[src/rtl/gray_ptr_sync.sv]
// Multi-stage synchronizer for Gray-coded FIFO pointers, with registered binary output and change pulse.
// Define GRAY_PTR_SYNC_ERR_EN to build the Gray-violation monitor (ERR_PULSE / saturating ERR_CNT).
module gray_ptr_sync #(
    parameter int WIDTH  = 4,
    parameter int STAGES = 2,
    parameter int CNT_W  = 8
) (
    input  logic             CLK,
    input  logic             RST,
    input  logic [WIDTH-1:0] ASYNC_GRAY,
    input  logic             ERR_CLR,
    output logic [WIDTH-1:0] SYNC_GRAY,
    output logic [WIDTH-1:0] SYNC_BIN,
    output logic             CHG_PULSE,
    output logic             ERR_PULSE,
    output logic [CNT_W-1:0] ERR_CNT
);

    function automatic logic [WIDTH-1:0] gray2bin(input logic [WIDTH-1:0] g);
        logic [WIDTH-1:0] b;
        b = '0;
        b[WIDTH-1] = g[WIDTH-1];
        for (int i = WIDTH - 2; i >= 0; i--) begin
            b[i] = b[i+1] ^ g[i];
        end
        return b;
    endfunction

    // True when more than one bit is set: clearing the lowest set bit leaves something behind.
    function automatic logic multi_bit(input logic [WIDTH-1:0] v);
        return |(v & (v - WIDTH'(1)));
    endfunction

    function automatic logic [CNT_W-1:0] sat_inc(input logic [CNT_W-1:0] c);
        return (c == {CNT_W{1'b1}}) ? c : c + CNT_W'(1);
    endfunction

    (* ASYNC_REG = "TRUE" *) logic [STAGES-1:0][WIDTH-1:0] sync_q;
    logic [WIDTH-1:0] prev_q;
    logic [WIDTH-1:0] bin_q;
    logic             chg_q;
    logic [WIDTH-1:0] diff;
    logic [WIDTH-1:0] bin_d;
    logic             chg_d;

    // Synchronizer chain: pure flop-to-flop, nothing in between.
    always_ff @(posedge CLK or negedge RST) begin
        if (!RST) begin
            sync_q <= '0;
        end else begin
            sync_q <= {sync_q[STAGES-2:0], ASYNC_GRAY};
        end
    end

    assign SYNC_GRAY = sync_q[STAGES-1];
    assign diff      = sync_q[STAGES-1] ^ prev_q;
    assign bin_d     = gray2bin(sync_q[STAGES-1]);
    assign chg_d     = |diff;

    // Post-synchronizer stage: binary conversion and change detect, aligned to each other.
    always_ff @(posedge CLK or negedge RST) begin
        if (!RST) begin
            prev_q <= '0;
            bin_q  <= '0;
            chg_q  <= 1'b0;
        end else begin
            prev_q <= sync_q[STAGES-1];
            bin_q  <= bin_d;
            chg_q  <= chg_d;
        end
    end

    assign SYNC_BIN  = bin_q;
    assign CHG_PULSE = chg_q;

`ifdef GRAY_PTR_SYNC_ERR_EN
    logic             err_q;
    logic [CNT_W-1:0] cnt_q;
    logic [CNT_W-1:0] cnt_d;

    // Clear has priority; a violation coinciding with the clear is dropped.
    always_comb begin
        cnt_d = cnt_q;
        if (ERR_CLR) begin
            cnt_d = '0;
        end else if (multi_bit(diff)) begin
            cnt_d = sat_inc(cnt_q);
        end
    end

    always_ff @(posedge CLK or negedge RST) begin
        if (!RST) begin
            err_q <= 1'b0;
            cnt_q <= '0;
        end else begin
            err_q <= multi_bit(diff);
            cnt_q <= cnt_d;
        end
    end

    assign ERR_PULSE = err_q;
    assign ERR_CNT   = cnt_q;
`else
    logic unused_err_clr;
    assign unused_err_clr = ERR_CLR;
    assign ERR_PULSE      = 1'b0;
    assign ERR_CNT        = '0;
`endif

endmodule

[config.mk]
export PLATFORM = sky130hd
export DESIGN_NAME = gray_ptr_sync
export DESIGN_NICKNAME = d
export VERILOG_FILES = /design/src/rtl/gray_ptr_sync.sv
export SDC_FILE = /design/constraint.sdc
export NUM_CORES = 1
export LEC_CHECK = 0
export CAP_MARGIN = 20
export CORE_MARGIN = 5
export CORE_UTILIZATION = 40
export CTS_BUF_LIST = sky130_fd_sc_hd__clkbuf_4
export CTS_CLUSTER_DIAMETER = 30
export DETAILED_ROUTE_END_ITERATION = 12
export GPL_TIMING_DRIVEN = 0
export MAX_ROUTING_LAYER = met4
export PLACE_DENSITY = 0.77
export SETUP_SLACK_MARGIN = 0.15
export SLEW_MARGIN = 10
export SYNTH_ARGS = -nofsm -noshare
export SYNTH_HDL_FRONTEND = slang
export SYNTH_SLANG_ARGS = --single-unit
export TNS_END_PERCENT = 30
[constraint.sdc]
create_clock -name CLK -period 1.6 [get_ports CLK]
set_clock_uncertainty 0.05 [all_clocks]
set_input_delay 0.32 -clock CLK [delete_from_list [all_inputs] [get_ports CLK]]
set_output_delay 0.32 -clock CLK [all_outputs]
set_load 0.01 [all_outputs]
==> impl_metrics.yaml <==
status:
  outcome: "completed"
placed_design:
  port_buffers: 14
  dp.cells: 78
  gp_congestion: 0.701
  post_dp_cell_area_um2: 792
  dpl_worst_slack_ns: 0.137
routing:
  ant_nets: 0
  drtIter0Drc: 2
  vias_per_cell: 3.83
  drc: 0
  dr.pass1.iters: 3
  wl_per_cell_um: 9.22
  vias: 329
  wl_um: 793
clock_tree:
  cts_hold_buf: 0
  cts_root_buf: "clkbuf_4"
  clk_pin_slew_ns: 0.08
  h-tree-depth: 1
  insertion_delay_ns: 0.28
  clock-sinks: 16
  cts_tree: "built"
  numCtsBuffers: 3
  clockBufferDepth: 2
synthesis:
  synth_seq_cells: 16
  netlist_area_um2: 602
  synth_seq_area_share: 0.665
  synthCells: 40
  synth.avg_cell_area_um2: 15.0
  ys_warn_count: 0
  ys_types: 8
global_routing:
  overflow: 0
  grt_first_pass_wirelength_um: 1330
  grtUsageTotal: 0.0744
  antenna_found_initial: 0
  first_global_vias: 347
  grt_start_max_net_pins: 17
setup_path:
  end_kind: "primary output"
  cp_top_family: "buffers and inverters"
  cp_cell_sequence: "clkdlybuf4s50_1"
  worst-path-max-fanout: 1
  r2r_end: "SYNC_BIN[0]"
  worst-endpoint-arrival_ns: 1.12
  critPathBufInv: 1
  ff2ff_path_depth: 3
  worstPathRequired_ns: 1.23
  r2r-start: "SYNC_GRAY[2]"
  startpoint: "SYNC_BIN[1]"
  cpPeakStageDelay_ns: 0.53
  cp_slowest_cell: "clkdlybuf4s50_1"
  rrSetupSlack_ns: 0.41
  worstSetupPathType: "reg -> out"
  startpoint_type: "flop"
power:
  irDropWorstVdd_mv: 0.515
  power_mw: 0.782
  powerDensity_nw_per_um2: 918
  leakage_nw: 0.428
die:
  rows: 14
  dieArea_um2: 2380
  initial_utilization: 0.409
  io_pins: 25
  core_region_area_um2: 1470
  die-width_um: 48.8
  die_y_um: 48.8
job:
  maxCapViolations: 0
sta:
  worstMarginPinSlew_ns: 0.673
  setup-tns-final_ns: 0
  setup_viol: 0
  whs_ns: 0.305
  clock.fmax_mhz: 671
  slew_viol_final: 0
  post-route-min-period_ns: 1.49
  post-route-period-util: 0.932
  setup_ws_ns: 0.109
  hold_viol: 0
  slew_headroom: 0.550
  rsz0062_at_grt: "yes"
hold_path:
  min_from: "sync_q[0]"
  min_path_cells: 0
  holdPathEnd: "SYNC_GRAY[0]"
  hold_path.class: "reg -> reg"
final_layout:
  antenna_cells: 0
  post-route-util: 0.579
  final_cells: 86
  final_cell_area_um2: 852
  drive_gt1_frac: 0.357
  area_growth_pct: 41.6
  nNetsFinal: 78
==> layout by cell type, fill, tap and decap left out <==
master           Yosys  layout
clkbuf_4             0       3
xnor2_1              5       5
xnor2_2              1       1
xnor3_1              1       1
dlygate4sd2_1        0       4
clkinv_1             0       1
dfrtp_1             16      13
conb_1               1       9
dfrtp_2              0       3
nand4_1              1       1
dlymetal6s2s_1       0       2
inv_1                1       1
buf_4               14      18
clkdlybuf4s15_1      0       1
clkdlybuf4s50_1      0       7
==> state kept, by name, summed over array words and instances (netlist names) <==
register,count
sync_q,4
SYNC_BIN,4
prev_q,3
SYNC_GRAY,4
CHG_PULSE,1
==> where the power goes <==
part	switching, mW	internal [mW]
clock	0.113	0.0903
sequential	0.00931	0.432
combinational	0.0533	0.0835
==> cell families (layout without fill, tap and decap cells) <==
logic type / after synthesis / in the layout / share of synthesized area
AND/OR/NAND/NOR: 1 / 1 / 0.0104
flip-flops: 16 / 16 / 0.665
buffers and inverters: 15 / 37 / 0.181
XOR/XNOR: 7 / 7 / 0.137
other: 1 / 9 / 0.00623
==> synthesized netlist by cell type <==
cell type	number	area (um2)
xnor2_2	1	16.3
xnor2_1	5	43.8
nand4_1	1	6.26
conb_1	1	3.75
dfrtp_1	16	400
inv_1	1	3.75
buf_4	14	105
xnor3_1	1	22.5
==> worst max-delay path by stage <==
stage,depth (start not counted),to,slack [ns]
detailed placement,2,SYNC_GRAY[2],0.14
floorplan,2,SYNC_BIN[0],0.56
global route,1,SYNC_BIN[1],0.07
CTS,1,CHG_PULSE,0.08
finish,1,SYNC_BIN[1],0.11
global placement,2,SYNC_GRAY[1],0.15
==> timing repair <==
item,4_1_cts,5_1_grt
setup endpoints to repair,9,8
resized for setup,9,2
pin swaps,0,0
setup buffers,4,0
==> worst register-to-register path, delay by kind of cell, from the launching register on <==
kind | cells | cell delay (ns)
xor gates and xnor gates | 2 | 0.46
buffers and inverters | 1 | 0.15
DFF | 1 | 0.41
==> layer usage <==
metal  share of wire  up-vias  GRT usage
met5               0        -          -
li1                -      161          -
met2            0.49       16      0.113
met4           0.010        0     0.0538
met3            0.10        2     0.0306
met1            0.40      150     0.0768
==> layout make-up <==
class	count	area [um2]
inverter	1	3.75
timing repair buffer	18	170
buffer	14	105
sequential	16	404
multi-input combinational	17	123
clock buffer	3	22.5
tap	16	20.0
fill	123	619
clock inverter	1	3.75
Power figures use the tool's default switching activity.
==> edit (same settings) <==
`CNT_W`: 8 -> 12.
--- a/src/rtl/gray_ptr_sync.sv
+++ b/src/rtl/gray_ptr_sync.sv
@@ -3,7 +3,7 @@
 module gray_ptr_sync #(
     parameter int WIDTH  = 4,
     parameter int STAGES = 2,
-    parameter int CNT_W  = 8
+    parameter int CNT_W  = 12
 ) (
     input  logic             CLK,
     input  logic             RST,
Interface: changed (resized ERR_CNT); port bits go from 25 to 29. The function was not compared with the original's and may differ.
==> edit against the unedited design <==
- utilization increased by 1.6 points
- die area up 4.0%
- count of clock-buffer cells in the layout stayed put
- via count is 8.8% higher
- sequential share of layout area is 2.7 points lower
- wire length grew 8.4%
- area after synthesis increased by 5.0%
- non-clock buffer count increased by 6
- cell area rose by 5.3%
- setup slack improved by 110 ps
- power increased by 0.70%
- critical path depth rose by 1
- sequential cell count unchanged
==> edit: results (changes against the unedited design) <==
logic_synthesis:
  synth_fa_ha_area_frac: 0  # unchanged
  synthFlopType: "dfrtp_1"
  synth_compound_area_frac: 0  # unchanged
  synth_xor_area_frac: 0.131  # -0.00652
  synth_cell_types: 8  # unchanged
  ys_top_cells_by_count: "buf_4 (18), dfrtp_1 (16), xnor2_1 (5)"
  synth.area.top_cells: "dfrtp_1 (63%), buf_4 (21%), xnor2_1 (6.9%)"
  asyncSetResetFlopFracSynth: 1.00  # unchanged
  seq_area_frac_synth: 0.634  # -0.0316
power_and_ir_drop:
  p_leak_nw: 0.465  # +8.6%
  ir_drop_uv: 692  # +34%
worst_setup_path:
  max_stage_delay_ps: 390  # -140 ps
  crit_family: "flip-flops"
  ff2ff_setup_slack_ps: 410  # about the same
  crit_fanout: 2  # +1
  crit_arrival_ps: 1010  # -110 ps
  setup.worst_path.end: "SYNC_GRAY[0]"
  r2r-start: "SYNC_GRAY[2]"
  slowest_stage: "dfrtp_1"
  critPathLaunch: "SYNC_GRAY[0]"
  reg2reg_to: "SYNC_BIN[0]"
global_routing:
  grt_max_degree: 17  # unchanged
  grt_pass1_wl_mm: 1.43  # +7.3%
  first_global_vias: 348  # +0.29%
  grt_usage: 0.0792  # +0.00476
layout:
  nonClkBufAreaFrac: 0.343  # +0.0200
  multi_input_area_share: 0.153  # +0.00951
  antenna_cells: 0  # unchanged
  n_fill_cell: 129  # +4.9%
  final_net_count: 88  # +13%
  nNonClkInverters: 1  # unchanged
  multi_input_gates: 21  # +4
  ff_latch_area_um2: 402  # -0.62%
  clock_area_frac: 0.0293  # -0.00155
  num-nonclk-buffers: 38  # +19%
  final_layout_size_suffix_gt1_frac: 0.400  # +0.0429
hold_path:
  whs_path_depth: 0  # unchanged
  holdCritStartpoint: "sync_q[1]"
  hp-class: "reg -> reg"
  min_to: "SYNC_GRAY[1]"
placement:
  port_buffers: 14  # unchanged
  gp_congestion: 0.717  # +2.3%
clocking:
  numClockSinks: 16  # unchanged
  htreeDepth: 1  # unchanged
  path_clk_slew_ps: 80  # about the same
  cts_root_buffer: "clkbuf_4"
  clk_path_buf_depth: 2  # unchanged
sta:
  relSlewSlack: 0.551  # +0.00144
  report.final.slew_viol_count: 0  # unchanged
route:
  vias_per_cell: 3.73  # -2.5%
  firstDrtPassIters: 2  # -1
  drt_iter0_markers: 3  # +1
  wirelength_um: 860  # +8.4%
status:
  status: "finished clean"
## edit: power breakdown
part	leakage (nW)	internal (mW)	total [mW]	switching [mW]
Clock	0.0154	0.0902	0.198	0.108
Sequential	0.183	0.432	0.441	0.00871
Combinational	0.267	0.0867	0.149	0.0620
Total	0.465	0.609	0.787	0.178
## edit: per-stage QoR
step                      worst slack, ps  instance area (µm²)  hold slack, ps  cells
after CTS                             154                  888             306     95
after detailed placement              136                  837             286     86
after floorplan                       561                  677           -25.6     56
after global routing                  171                  897             311     96
after global placement                148                  837             282     86
final                                 219                  897             302     96
## edit: logic make-up after synthesis
family        after synthesis
xor+xnor                    7
buf+inv                    19
flops                      16
other cells                 1
simple gates                1
## edit: metal layers
layer | vias up | global-route usage | wire [µm]
met1 | 164 | 0.0712 | 296
met4 | 0 | 0 | 0
li1 | 177 | - | -
met5 | - | - | 0
met2 | 17 | 0.142 | 463
met3 | 0 | 0.0572 | 100
## edit: repair_timing
item,CTS,global route
resized for setup,12,1
buffers inserted,5,1
setup endpoints to repair,9,1
